<file path="src/rtl/piano_voice_gen.sv">
// Single-voice key-driven tone generator: synchronised keys select a note, a two-stage divider
// makes the square wave, and an attack/sustain/release envelope gates it through a PWM compare.
module piano_voice_gen #(
  parameter int unsigned           NUM_KEYS = 7,
  parameter logic [9*NUM_KEYS-1:0] NOTE_DIV = {9'd61, 9'd55, 9'd48, 9'd43, 9'd41, 9'd36, 9'd32},
  parameter int unsigned           VOL_BITS = 6,
  parameter int unsigned           ENV_STEP = 4096,
  parameter logic                  GAIN_SEL = 1'b1
) (
  input  logic                clk,
  input  logic                rst,
  input  logic [NUM_KEYS-1:0] keys,
  input  logic [2:0]          octave,
  input  logic [VOL_BITS-1:0] volume,
  output logic                AIN,
  output logic                GAIN,
  output logic                NC,
  output logic                ACTIVE,
  output logic [3:0]          note_idx
);

  localparam int unsigned EnvW = (ENV_STEP > 1) ? $clog2(ENV_STEP) : 1;
  localparam logic [EnvW-1:0] EnvLoad = EnvW'(ENV_STEP - 1);

  typedef enum logic [1:0] {StIdle, StAttack, StSustain, StRelease} state_e;

  state_e              state_q, state_d;
  logic [NUM_KEYS-1:0] key_meta_q, key_sync_q;
  logic [3:0]          cur_note_q, cur_note_d;
  logic [2:0]          cur_oct_q, cur_oct_d;
  logic [8:0]          note_cnt_q, note_cnt_d;
  logic [7:0]          oct_cnt_q, oct_cnt_d;
  logic [EnvW-1:0]     env_cnt_q, env_cnt_d;
  logic [VOL_BITS-1:0] level_q, level_d;
  logic                speaker_q, speaker_d;
  logic [VOL_BITS-1:0] pwm_cnt_q;

  logic       any_key;
  logic [3:0] sel;
  logic [2:0] oct_clamp;
  logic       env_tick;

  function automatic logic [8:0] note_div(input logic [3:0] idx);
    logic [8:0] d;
    d = '0;
    for (int i = 0; i < int'(NUM_KEYS); i++) begin
      if (idx == 4'(i)) d = NOTE_DIV[9*i +: 9];
    end
    return d;
  endfunction

  function automatic logic [7:0] oct_pre(input logic [2:0] o);
    return 8'hFF >> o;
  endfunction

  always_comb begin
    any_key = |key_sync_q;
    sel     = '0;
    for (int i = int'(NUM_KEYS) - 1; i >= 0; i--) begin
      if (key_sync_q[i]) sel = 4'(i);
    end
    oct_clamp = (octave > 3'd5) ? 3'd5 : octave;
  end

  assign env_tick = (env_cnt_q == '0);

  always_comb begin
    state_d    = state_q;
    cur_note_d = cur_note_q;
    cur_oct_d  = cur_oct_q;
    note_cnt_d = note_cnt_q;
    oct_cnt_d  = oct_cnt_q;
    env_cnt_d  = env_cnt_q;
    level_d    = level_q;
    speaker_d  = speaker_q;

    if (state_q == StIdle) begin
      note_cnt_d = '0;
      oct_cnt_d  = '0;
      env_cnt_d  = '0;
      speaker_d  = 1'b0;
      if (any_key) begin
        state_d    = StAttack;
        cur_note_d = sel;
        cur_oct_d  = oct_clamp;
        note_cnt_d = note_div(sel);
        oct_cnt_d  = oct_pre(oct_clamp);
        env_cnt_d  = EnvLoad;
      end
    end else begin
      env_cnt_d = env_tick ? EnvLoad : env_cnt_q - EnvW'(1);

      if (note_cnt_q == '0) begin
        if (oct_cnt_q == '0) begin
          // Pitch changes are taken only at a toggle so the waveform stays phase-continuous.
          speaker_d = ~speaker_q;
          if (any_key) begin
            cur_note_d = sel;
            cur_oct_d  = oct_clamp;
          end
          note_cnt_d = note_div(cur_note_d);
          oct_cnt_d  = oct_pre(cur_oct_d);
        end else begin
          note_cnt_d = note_div(cur_note_q);
          oct_cnt_d  = oct_cnt_q - 8'd1;
        end
      end else begin
        note_cnt_d = note_cnt_q - 9'd1;
      end

      case (state_q)
        StAttack: begin
          if (!any_key) begin
            state_d = StRelease;
          end else if (level_q >= volume) begin
            level_d = volume;
            state_d = StSustain;
          end else if (env_tick) begin
            level_d = level_q + VOL_BITS'(1);
          end
        end
        StSustain: begin
          if (!any_key) state_d = StRelease;
          else          level_d = volume;
        end
        StRelease: begin
          if (env_tick && (level_q != '0)) level_d = level_q - VOL_BITS'(1);
          if (any_key) begin
            state_d = StAttack;
          end else if (level_d == '0) begin
            state_d    = StIdle;
            speaker_d  = 1'b0;
            note_cnt_d = '0;
            oct_cnt_d  = '0;
            env_cnt_d  = '0;
          end
        end
        default: ;
      endcase
    end
  end

  always_ff @(posedge clk or posedge rst) begin
    if (rst) begin
      state_q    <= StIdle;
      key_meta_q <= '0;
      key_sync_q <= '0;
      cur_note_q <= '0;
      cur_oct_q  <= '0;
      note_cnt_q <= '0;
      oct_cnt_q  <= '0;
      env_cnt_q  <= '0;
      level_q    <= '0;
      speaker_q  <= 1'b0;
      pwm_cnt_q  <= '0;
    end else begin
      state_q    <= state_d;
      key_meta_q <= keys;
      key_sync_q <= key_meta_q;
      cur_note_q <= cur_note_d;
      cur_oct_q  <= cur_oct_d;
      note_cnt_q <= note_cnt_d;
      oct_cnt_q  <= oct_cnt_d;
      env_cnt_q  <= env_cnt_d;
      level_q    <= level_d;
      speaker_q  <= speaker_d;
      pwm_cnt_q  <= pwm_cnt_q + VOL_BITS'(1);
    end
  end

  // Combinational from registers so an asynchronous reset mutes the amplifier at once.
  assign AIN      = speaker_q & (pwm_cnt_q < level_q);
  assign GAIN     = GAIN_SEL;
  assign NC       = 1'b0;
  assign ACTIVE   = (state_q != StIdle);
  assign note_idx = cur_note_q;

endmodule
</file>
<file path="config.mk">
export PLATFORM = sky130hd
export DESIGN_NAME = piano_voice_gen
export DESIGN_NICKNAME = d
export VERILOG_FILES = /design/src/rtl/piano_voice_gen.sv
export SDC_FILE = /design/constraint.sdc
export NUM_CORES = 1
export LEC_CHECK = 0
export CAP_MARGIN = 20
export CORE_ASPECT_RATIO = 0.9
export CORE_MARGIN = 2
export CORE_UTILIZATION = 60
export DETAILED_ROUTE_END_ITERATION = 10
export PLACE_DENSITY = 0.78
export SLEW_MARGIN = 40
export SYNTH_ARGS = -nofsm -noshare
export SYNTH_HDL_FRONTEND = slang
export SYNTH_SLANG_ARGS = --single-unit
</file>
<file path="constraint.sdc">
create_clock -name clk -period 8.36 [get_ports clk]
set_clock_uncertainty 0.1 [all_clocks]
set_input_delay 1.672 -clock clk [delete_from_list [all_inputs] [get_ports clk]]
set_output_delay 1.672 -clock clk [all_outputs]
set_load 0.005 [all_outputs]
</file>
After elaboration in Yosys (flattened, before gate mapping)
Index checks and enable logic that the tools add are counted.

Output and inout port bits: 8. Word-level logic and storage cells: 157. Register bits: 65.

Reductions and logical operators: 19. $lt $le $gt $ge: 3. Bitwise logic cells: 3. Equal/unequal tests: 28. Muxes and demuxes: 85. $add $sub $neg: 6. Shifts and indexed selects: 2.

Operators with widths (count): 9-bit 2-to-1 mux (25); 12-bit 2-to-1 mux (6); 6-bit 2-to-1 mux (10); 8-bit 2-to-1 mux (7); 4-bit 2-to-1 mux (13); 4-bit by 3-bit == test with 1-bit output, second input constant (9); 3-bit 2-to-1 mux (9); 4-bit by 2-bit == test with 1-bit output, second input constant (6); 6-bit case mux with 3 select lines (1); 8-bit by 3-bit >> shifter with 8-bit output, first input constant (2); 2-bit 2-to-1 mux (7); 6-bit by 1-bit adder with 6-bit output, second input constant (2); 4-bit by 1-bit == test with 1-bit output, second input constant (3); 12-bit logical NOT (1); 4-bit logical NOT (3); 12-bit by 1-bit subtractor with 12-bit output, second input constant (1); 5-bit AND reduction (2); 9-bit logical NOT (1); 3-bit inequality test, second input constant (3); 9-bit by 1-bit subtractor with 9-bit output, second input constant (1); 8-bit logical NOT (1); 8-bit by 1-bit subtractor with 8-bit output, second input constant (1); 7-bit OR reduction (1); 6-bit greater-or-equal comparator (1); other kinds (19) (30).

Depth between registers and ports, before layout
Gate-level depths: netlist (run 1).

Depth after elaboration: 25. Gate-level depth with buffers: 11.

Worst setup path before layout (run 1)
OpenSTA, ideal clock, no wires.

Path type: input-to-reg. Start point: input port volume[0]. End point: register level_q[4]. Library setup time: 0.101 ns. Stages on the path: 9. Path slack: 4.502 ns. Path buffers: 1. Arrival time: 3.657 ns. Required time: 8.159 ns. Cell sequence: ha_1 -> nand2b_1 -> a2111oi_0 -> o311ai_0 -> o21a_1 -> o21bai_1 -> buf_2 -> nor3_1 -> nor4_1.

Longest elaborated chain between the ends: 4. Elaborated cells on any way between the ends: 6.

RTL lines: start: declaration (RTL line 14) `input logic [VOL_BITS-1:0] volume,`; 6-bit greater-or-equal comparator * (RTL line 115) `end else if (level_q >= volume) begin`; 6-bit 2-to-1 mux (RTL line 115); 6-bit 2-to-1 mux (RTL line 113) `if (!any_key) begin`; 6-bit case mux with 3 select lines (RTL line 111) `case (state_q)`; end signal: assignment (RTL line 165) `level_q <= level_d;`; end: declaration (RTL line 34) `logic [VOL_BITS-1:0] level_q, level_d;`.

Mark *: on every way between the ends. The rest lies on a longest branch, timed or not. The select of a mux whose other input is x is not followed. A chain may end at the register's enable or synchronous reset.

Final worst setup path (run 1)
Start point: register level_q[1]. End point: output port AIN.

Longest elaborated chain between the ends: 2.

RTL lines: 6-bit less-than comparator (RTL line 172) `assign AIN = speaker_q & (pwm_cnt_q < level_q);`; 1-bit bitwise AND (RTL line 172); end: declaration (RTL line 15) `output logic AIN,`.

No other way between the ends.

==> out/metrics.yaml, run 1 <==
drt:
  dr.pass1.iters: 5
  wl_um: 9340
  ant_nets: 0
  drc: 0
  routedWlPerCell_um: 16.2
  vias_per_cell: 6.23
  drt_iter0_drc: 197
  vias: 3587
setup_path:
  slowest_stage: "clkdlybuf4s50_1"
  critical_path_buf_inv_count: 2
  max_stage_delay_ns: 0.50
  crit_chain: "inv_1, ha_1, a21o_1, a21o_1, a21oi_1, nor2b_1, o21ai_0, and3b_1, clkdlybuf4s50_1"
  crit_path_end_kind: "output port"
  arrival_ns: 2.63
  cp.depth: 9
  start_kind: "register"
  cp_common_cell: "a21o_1"
  critical_path_required_ns: 6.59
  critPathKind: "reg -> out"
  cp_max_fo: 7
  ff2ff_setup_slack_ns: 4.92
  ff2ff_path_depth: 9
  cp_top_family: "buffers and inverters"
finish:
  final_nets: 523
  drive_above_1_share: 0.0576
  diodes: 0
  syn2layout_area_growth_pct: 10.3
floorplan:
  start_util: 0.622
  die_w_um: 91.1
  die_area_sq_mm: 0.00750
  die_y_um: 82.4
  rows: 28
  num_io_pins: 26
  coreArea_sq_mm: 0.00659
sta:
  slew_viol_final: 0
  fin_hold_ws_ns: 0.252
  maxSlewHeadroom: 0.465
  setup_violations: 0
  worst_slack_ns: 3.96
  post-route-min-period_ns: 4.40
  worst_pin_slew_ns: 0.801
  hold_violations: 0
  setup_tns_ns: 0
  fin_crit_sh: 0.526
  fmax_ghz: 0.227
  rsz0062_at_grt: "no"
clock_tree:
  cts.root.buffer_cell: "clkbuf_8"
  ctsResizeCount: 0
  cts.sinks: 65
  clk_pin_slew_worst_paths_ns: 0.07
  h-tree-depth: 3
  cts_hold_buf: 0
  cts_made_buffers: 9
  clkLatencyLatePin_ns: 0.36
  cts_tree: "yes"
  cts_setup_buffers: 0
  clockBufferDepth: 2
pwr:
  p_switching_w: 0.000658
  p_seq_frac: 0.378
  clockPowerShare: 0.158
  power_density_mw_per_mm2: 327
  swShare: 0.445
  cell_internal_pwr_w: 0.000819
  p_leak_nw: 1.85
  ir_drop_v: 0.000179
  p_comb_frac: 0.463
run:
  maxCapViolations: 0
grt:
  grt_overflow: 0
  grt_antenna_before_repair: 0
  track_usage: 0.270
  grt_start_max_net_pins: 66
  first_global_vias: 3395
  grt_pass1_wl_um: 16000
logic_synthesis:
  netlist_area_sq_mm: 0.00410
  ys_warn_count: 0
  synth_fp_nets: 512
  synthArstFlopShare: 1.00
  synth_edf_count: 0
  synthCells: 470
  yosys.cell_types.count: 60
  ys_ff_latch: 65
  syn_area_per_cell_sq_um: 8.71
  yosysSeqAreaShare: 0.397
  synth_top_flop_cell: "dfrtp_1"
placed_design:
  gp_congestion: 0.963
  portBuffers: 23
  dpl_worst_slack_ns: 3.46
  dp_hpwl_um: 6480
hold_path:
  worst_hold_path_type: "reg -> reg"
  holdPathStages: 0
status:
  status: "complete, no violations"
[flip-flops by register name, indices dropped and copies added, names as in the netlist]
register / flops
cur_oct_q: 3
env_cnt_q: 12
key_meta_q: 7
key_sync_q: 7
level_q: 6
note_cnt_q: 9
note_idx: 4
oct_cnt_q: 8
pwm_cnt_q: 6
speaker_q: 1
state_q: 2
[stage by stage]
step           utilization  cell area, sq um  total power (W)  std cells
6_report             0.686              4520          0.00148        576
3_3_place_gp         0.658              4330          0.00120        560
3_5_place_dp         0.658              4330          0.00123        560
2_1_floorplan            -              4100          0.00106        470
4_1_cts              0.684              4500          0.00147        576
5_1_grt              0.686              4520          0.00160        576
[kinds of logic after synthesis]
logic type | share of synthesized area
mux | 0.0177
simple gates | 0.210
other cells | 0.00183
flops | 0.397
fa+ha+maj | 0.0733
xor+xnor | 0.0535
buf+inv | 0.0544
compound gates | 0.192
[cell usage after synthesis, types with 2 or more instances]
cell       number  share of area
a2111oi_0       3         0.0064
nor2_1         42          0.038
nor2b_1         4         0.0061
o211ai_1        2         0.0037
buf_6           2         0.0055
a221oi_1        4         0.0086
a31oi_1         5         0.0076
o21a_1          4         0.0073
o311ai_0        2         0.0043
xnor2_1        15          0.032
o31a_1          2         0.0043
or3_1           4         0.0061
o221ai_1        2         0.0043
a22oi_1         2         0.0037
xor2_1         10          0.021
clkbuf_1       17          0.016
o22ai_1        10          0.015
and2_1          2         0.0031
a21o_1          2         0.0037
nand2_1        32          0.029
nand3_1        10          0.012
nand2b_1       11          0.017
nor4_1         12          0.018
or4_1           5         0.0092
nand4_1         4         0.0061
and4_1          3         0.0064
a211oi_1        4         0.0073
a21oi_1        34          0.042
ha_1           24          0.073
mux2i_1         5          0.012
nor3_1         23          0.028
o21ai_0        40          0.049
o2bb2ai_1       2         0.0043
o31ai_1         2         0.0037
buf_2           4         0.0049
inv_1          27          0.025
o21ai_1         2         0.0024
dfrtp_1        65           0.40
mux2_2          2         0.0055
buf_4           2         0.0037
nand3b_1        3         0.0055
conb_1          2         0.0018
[per-layer routing]
metal,GRT usage,vias up,part of all wire
met1,0.349,1727,0.45
met4,0.102,0,0.017
li1,-,1705,-
met3,0.0717,19,0.063
met2,0.443,136,0.47
met5,0,-,0
[worst reg2reg max path, stage by stage (launching register included)]
cell and delay (ns):
dfrtp_1 0.38, inv_1 0.08, ha_1 0.18, or3b_1 0.42, nor3_1 0.35, nand4b_1 0.46
mux2i_1 0.32, and4_1 0.25, or2_2 0.49, o21ai_0 0.23
[worst paths after layout]
kind / startpoint / end
worst max-delay path: level_q[1]$_DFFE_PP0P_ / AIN
worst min-delay path: key_meta_q[4]$_DFF_PP0_ / key_sync_q[4]$_DFF_PP0_
worst max register to register: env_cnt_q[0]$_DFF_PP0_ / env_cnt_q[10]$_DFF_PP0_
worst min register to register: key_meta_q[4]$_DFF_PP0_ / key_sync_q[4]$_DFF_PP0_
max in group asynchronous: rst / note_cnt_q[8]$_DFF_PP0_
min in group asynchronous: rst / key_sync_q[1]$_DFF_PP0_
[power groups by stage]
| stage | combinational, W | clock [W] | sequential, W |
|---|---|---|---|
| floorplan | 0.000552 | 0 | 0.000512 |
| global placement | 0.000644 | 0 | 0.000553 |
| detailed placement | 0.000671 | 0 | 0.000560 |
| CTS | 0.000677 | 0.000239 | 0.000555 |
| global route | 0.000772 | 0.000252 | 0.000578 |
| finish | 0.000684 | 0.000234 | 0.000559 |
[area by class of cell]
type,count,area (sq um)
sequential,65,1630
clock buffer,9,124
fill,544,2070
tap,90,113
clock inverter,7,47.5
timing repair buffer,25,249
multi-input combinational,353,2260
inverter,27,101
[placed cells by master (no fill, tap or decap), types with 10 or more instances in the layout]
| cell | n |
|---|---|
| nand3_1 | 10 |
| inv_1 | 26 |
| xnor2_1 | 15 |
| xor2_1 | 10 |
| a21oi_1 | 34 |
| o21ai_0 | 40 |
| nor4_1 | 11 |
| o22ai_1 | 10 |
| ha_1 | 24 |
| nor3_1 | 23 |
| clkdlybuf4s50_1 | 23 |
| dfrtp_1 | 65 |
| nand2_1 | 32 |
| nor2_1 | 42 |
| nand2b_1 | 11 |
Power figures use the tool's default switching activity.
==> run 2: changes to the inputs <==
==> constraint.sdc (replaced) <==
create_clock -name clk -period 4.4 [get_ports clk]
set_clock_uncertainty 0.1 [all_clocks]
set_input_delay 0.88 -clock clk [delete_from_list [all_inputs] [get_ports clk]]
set_output_delay 0.88 -clock clk [all_outputs]
set_load 0.005 [all_outputs]
==> out/metrics.yaml, run 2 (same netlist as run 1, synthesis figures left out) <==
pwr:
  ir_drop_v: 0.000360  # +100%
  p_leak_nw: 1.89  # +2.3%
  finalPower_w: 0.00293  # +99%
  power_density_mw_per_mm2: 642  # +96%
setup_path:
  cp_top_family: "buffers and inverters"
  crit_path_start: "level_q[1]$_DFFE_PP0P_"
  crit_path_end_kind: "output port"
  start_kind: "register"
  cp.depth: 9  # unchanged
  reg2reg_from: "env_cnt_q[0]$_DFF_PP0_"
  ff2ff_path_depth: 10  # +1
  arrival_ns: 2.69  # +0.06 ns
  critical_path_required_ns: 3.42  # -3.17 ns
  rr_endpoint: "oct_cnt_q[2]$_DFF_PP0_"
  cp_common_cell: "a21o_1"
  crit_chain: "inv_1, ha_1, a21o_1, a21o_1, a21oi_1, nor2b_1, o21ai_0, and3b_1, clkdlybuf4s50_1"
  critical_path_buf_inv_count: 2  # unchanged
  max_stage_delay_ns: 0.51  # about the same
  ff2ff_setup_slack_ns: 0.87  # -4.05 ns
  crit_end: "AIN"
  critPathKind: "reg -> out"
  slowest_stage: "dfrtp_1"
  cp_max_fo: 7  # unchanged
finish:
  finalNonFillerCells: 579  # +0.52%
  final_nets: 526  # +0.57%
  diodes: 0  # unchanged
  final_cell_mix: "dfrtp_1 (65), nor2_1 (42), o21ai_0 (40)"
  final_common_cell: "dfrtp_1"
  drive_above_1_share: 0.0573  # -0.000353
  reg_top3: "env_cnt_q (12), note_cnt_q (9), oct_cnt_q (8)"
  fillers: 544  # unchanged
  syn2layout_area_growth_pct: 11.7
  largest-register: "env_cnt_q"
  largest_register_ffs: 12  # unchanged
sta:
  rsz0062_at_grt: "no"
  hold_violations: 0  # unchanged
  setup_tns_ns: 0  # unchanged
  fmax_ghz: 0.273
  fin_hold_ws_ns: 0.250  # -0.00200 ns
  setup_violations: 0  # unchanged
  post-route-min-period_ns: 3.67
  maxSlewHeadroom: 0.518  # +0.0533
  worst_slack_ns: 0.732  # -3.23 ns
  slew_viol_final: 0  # unchanged
  fin_crit_sh: 0.834
  worst_pin_slew_ns: 0.722  # -0.0797 ns
floorplan:
  coreArea_sq_mm: 0.00659  # unchanged
  rows: 28  # unchanged
  die_w_um: 91.1  # unchanged
  die_area_sq_mm: 0.00750  # unchanged
  start_util: 0.622  # unchanged
  die_y_um: 82.4  # unchanged
  num_io_pins: 26  # unchanged
drt:
  routedWlPerCell_um: 16.6  # +2.3%
  drt_iter0_drc: 319  # +62%
  vias_per_cell: 6.26  # +0.59%
  vias: 3627  # +1.1%
  dr.pass1.iters: 5  # unchanged
  wl_um: 9600  # +2.8%
  drc: 0  # unchanged
  ant_nets: 0  # unchanged
clock_tree:
  clkLatencyLatePin_ns: 0.34  # -0.02 ns
  cts_made_buffers: 9  # unchanged
  cts_setup_buffers: 0  # unchanged
  cts.root.buffer_cell: "clkbuf_8"
  clk_pin_slew_worst_paths_ns: 0.08  # about the same
  clockBufferDepth: 2  # unchanged
  cts_tree: "yes"
  cts_hold_buf: 0  # unchanged
  cts.sinks: 65  # unchanged
  h-tree-depth: 3  # unchanged
  ctsResizeCount: 0  # unchanged
hold_path:
  hold_start: "key_meta_q[6]$_DFF_PP0_"
  worst_hold_path_type: "reg -> reg"
run:
  maxCapViolations: 0  # unchanged
placed_design:
  dpl_worst_slack_ns: 0.712  # -2.74 ns
  place_inst: 563  # +0.54%
  gp_congestion: 0.938  # -2.5%
  portBuffers: 23  # unchanged
  dp_hpwl_um: 6590  # +1.7%
status:
  status: "complete, no violations"
grt:
  grt_pass1_wl_um: 17100  # +6.9%
  first_global_vias: 3625  # +6.8%
  grt_start_max_net_pins: 49  # -26%
  track_usage: 0.285  # +0.0152
  grt_overflow: 0  # unchanged
  grt_antenna_before_repair: 0  # unchanged
run 2: worst register-to-register path: cells and delay by family (launching register included):
kind / cells / cell delay (ns)
AO/OA/AOI/OAI: 1 / 0.13
adder cells (fa/ha/maj): 1 / 0.17
buffers and inverters: 2 / 0.37
flip-flops: 1 / 0.38
multiplexers: 1 / 0.34
AND/OR/NAND/NOR: 5 / 1.88
run 2: worst min path at each step:
stage / endpoint / slack [ns] / cells past startpoint
after global placement: key_sync_q[0]$_DFF_PP0_ / 0.23 / 0
final: key_sync_q[6]$_DFF_PP0_ / 0.25 / 0
after global routing: key_sync_q[4]$_DFF_PP0_ / 0.26 / 0
after floorplan: key_sync_q[0]$_DFF_PP0_ / 0.23 / 0
after CTS: key_sync_q[6]$_DFF_PP0_ / 0.25 / 0
after detailed placement: key_sync_q[5]$_DFF_PP0_ / 0.23 / 0
run 2: area by class of cell:
cell class	instances	area, sq um	area share
sequential	65	1630	0.356
clock buffer	10	128	0.0279
inverter	27	104	0.0227
multi-input combinational	353	2250	0.492
tap	90	113	0.0246
clock inverter	6	82.6	0.0181
timing repair buffer	28	268	0.0585
run 2: through the flow:
stage | instance area, sq um | util
after global placement | 4350 | 0.661
final | 4570 | 0.694
after global routing | 4570 | 0.694
after floorplan | 4100 | -
after detailed placement | 4360 | 0.661
after CTS | 4570 | 0.693
run 2: power breakdown:
part / total, W / leakage [nW] / internal, W / switching, W
clock: 0.000546 / 0.106 / 0.000316 / 0.000230
combinational: 0.00132 / 1.01 / 0.000562 / 0.000758
sequential: 0.00107 / 0.773 / 0.000804 / 0.000265
total: 0.00293 / 1.89 / 0.00168 / 0.00125
run 2: layer usage:
layer / vias up / part of all wire / GRT usage / wire [um]
met2: 185 / 0.47 / 0.459 / 4470
met3: 29 / 0.075 / 0.0644 / 723
met1: 1696 / 0.44 / 0.381 / 4220
li1: 1717 / - / - / -
met4: 0 / 0.020 / 0.114 / 195
met5: - / 0 / 0 / 0
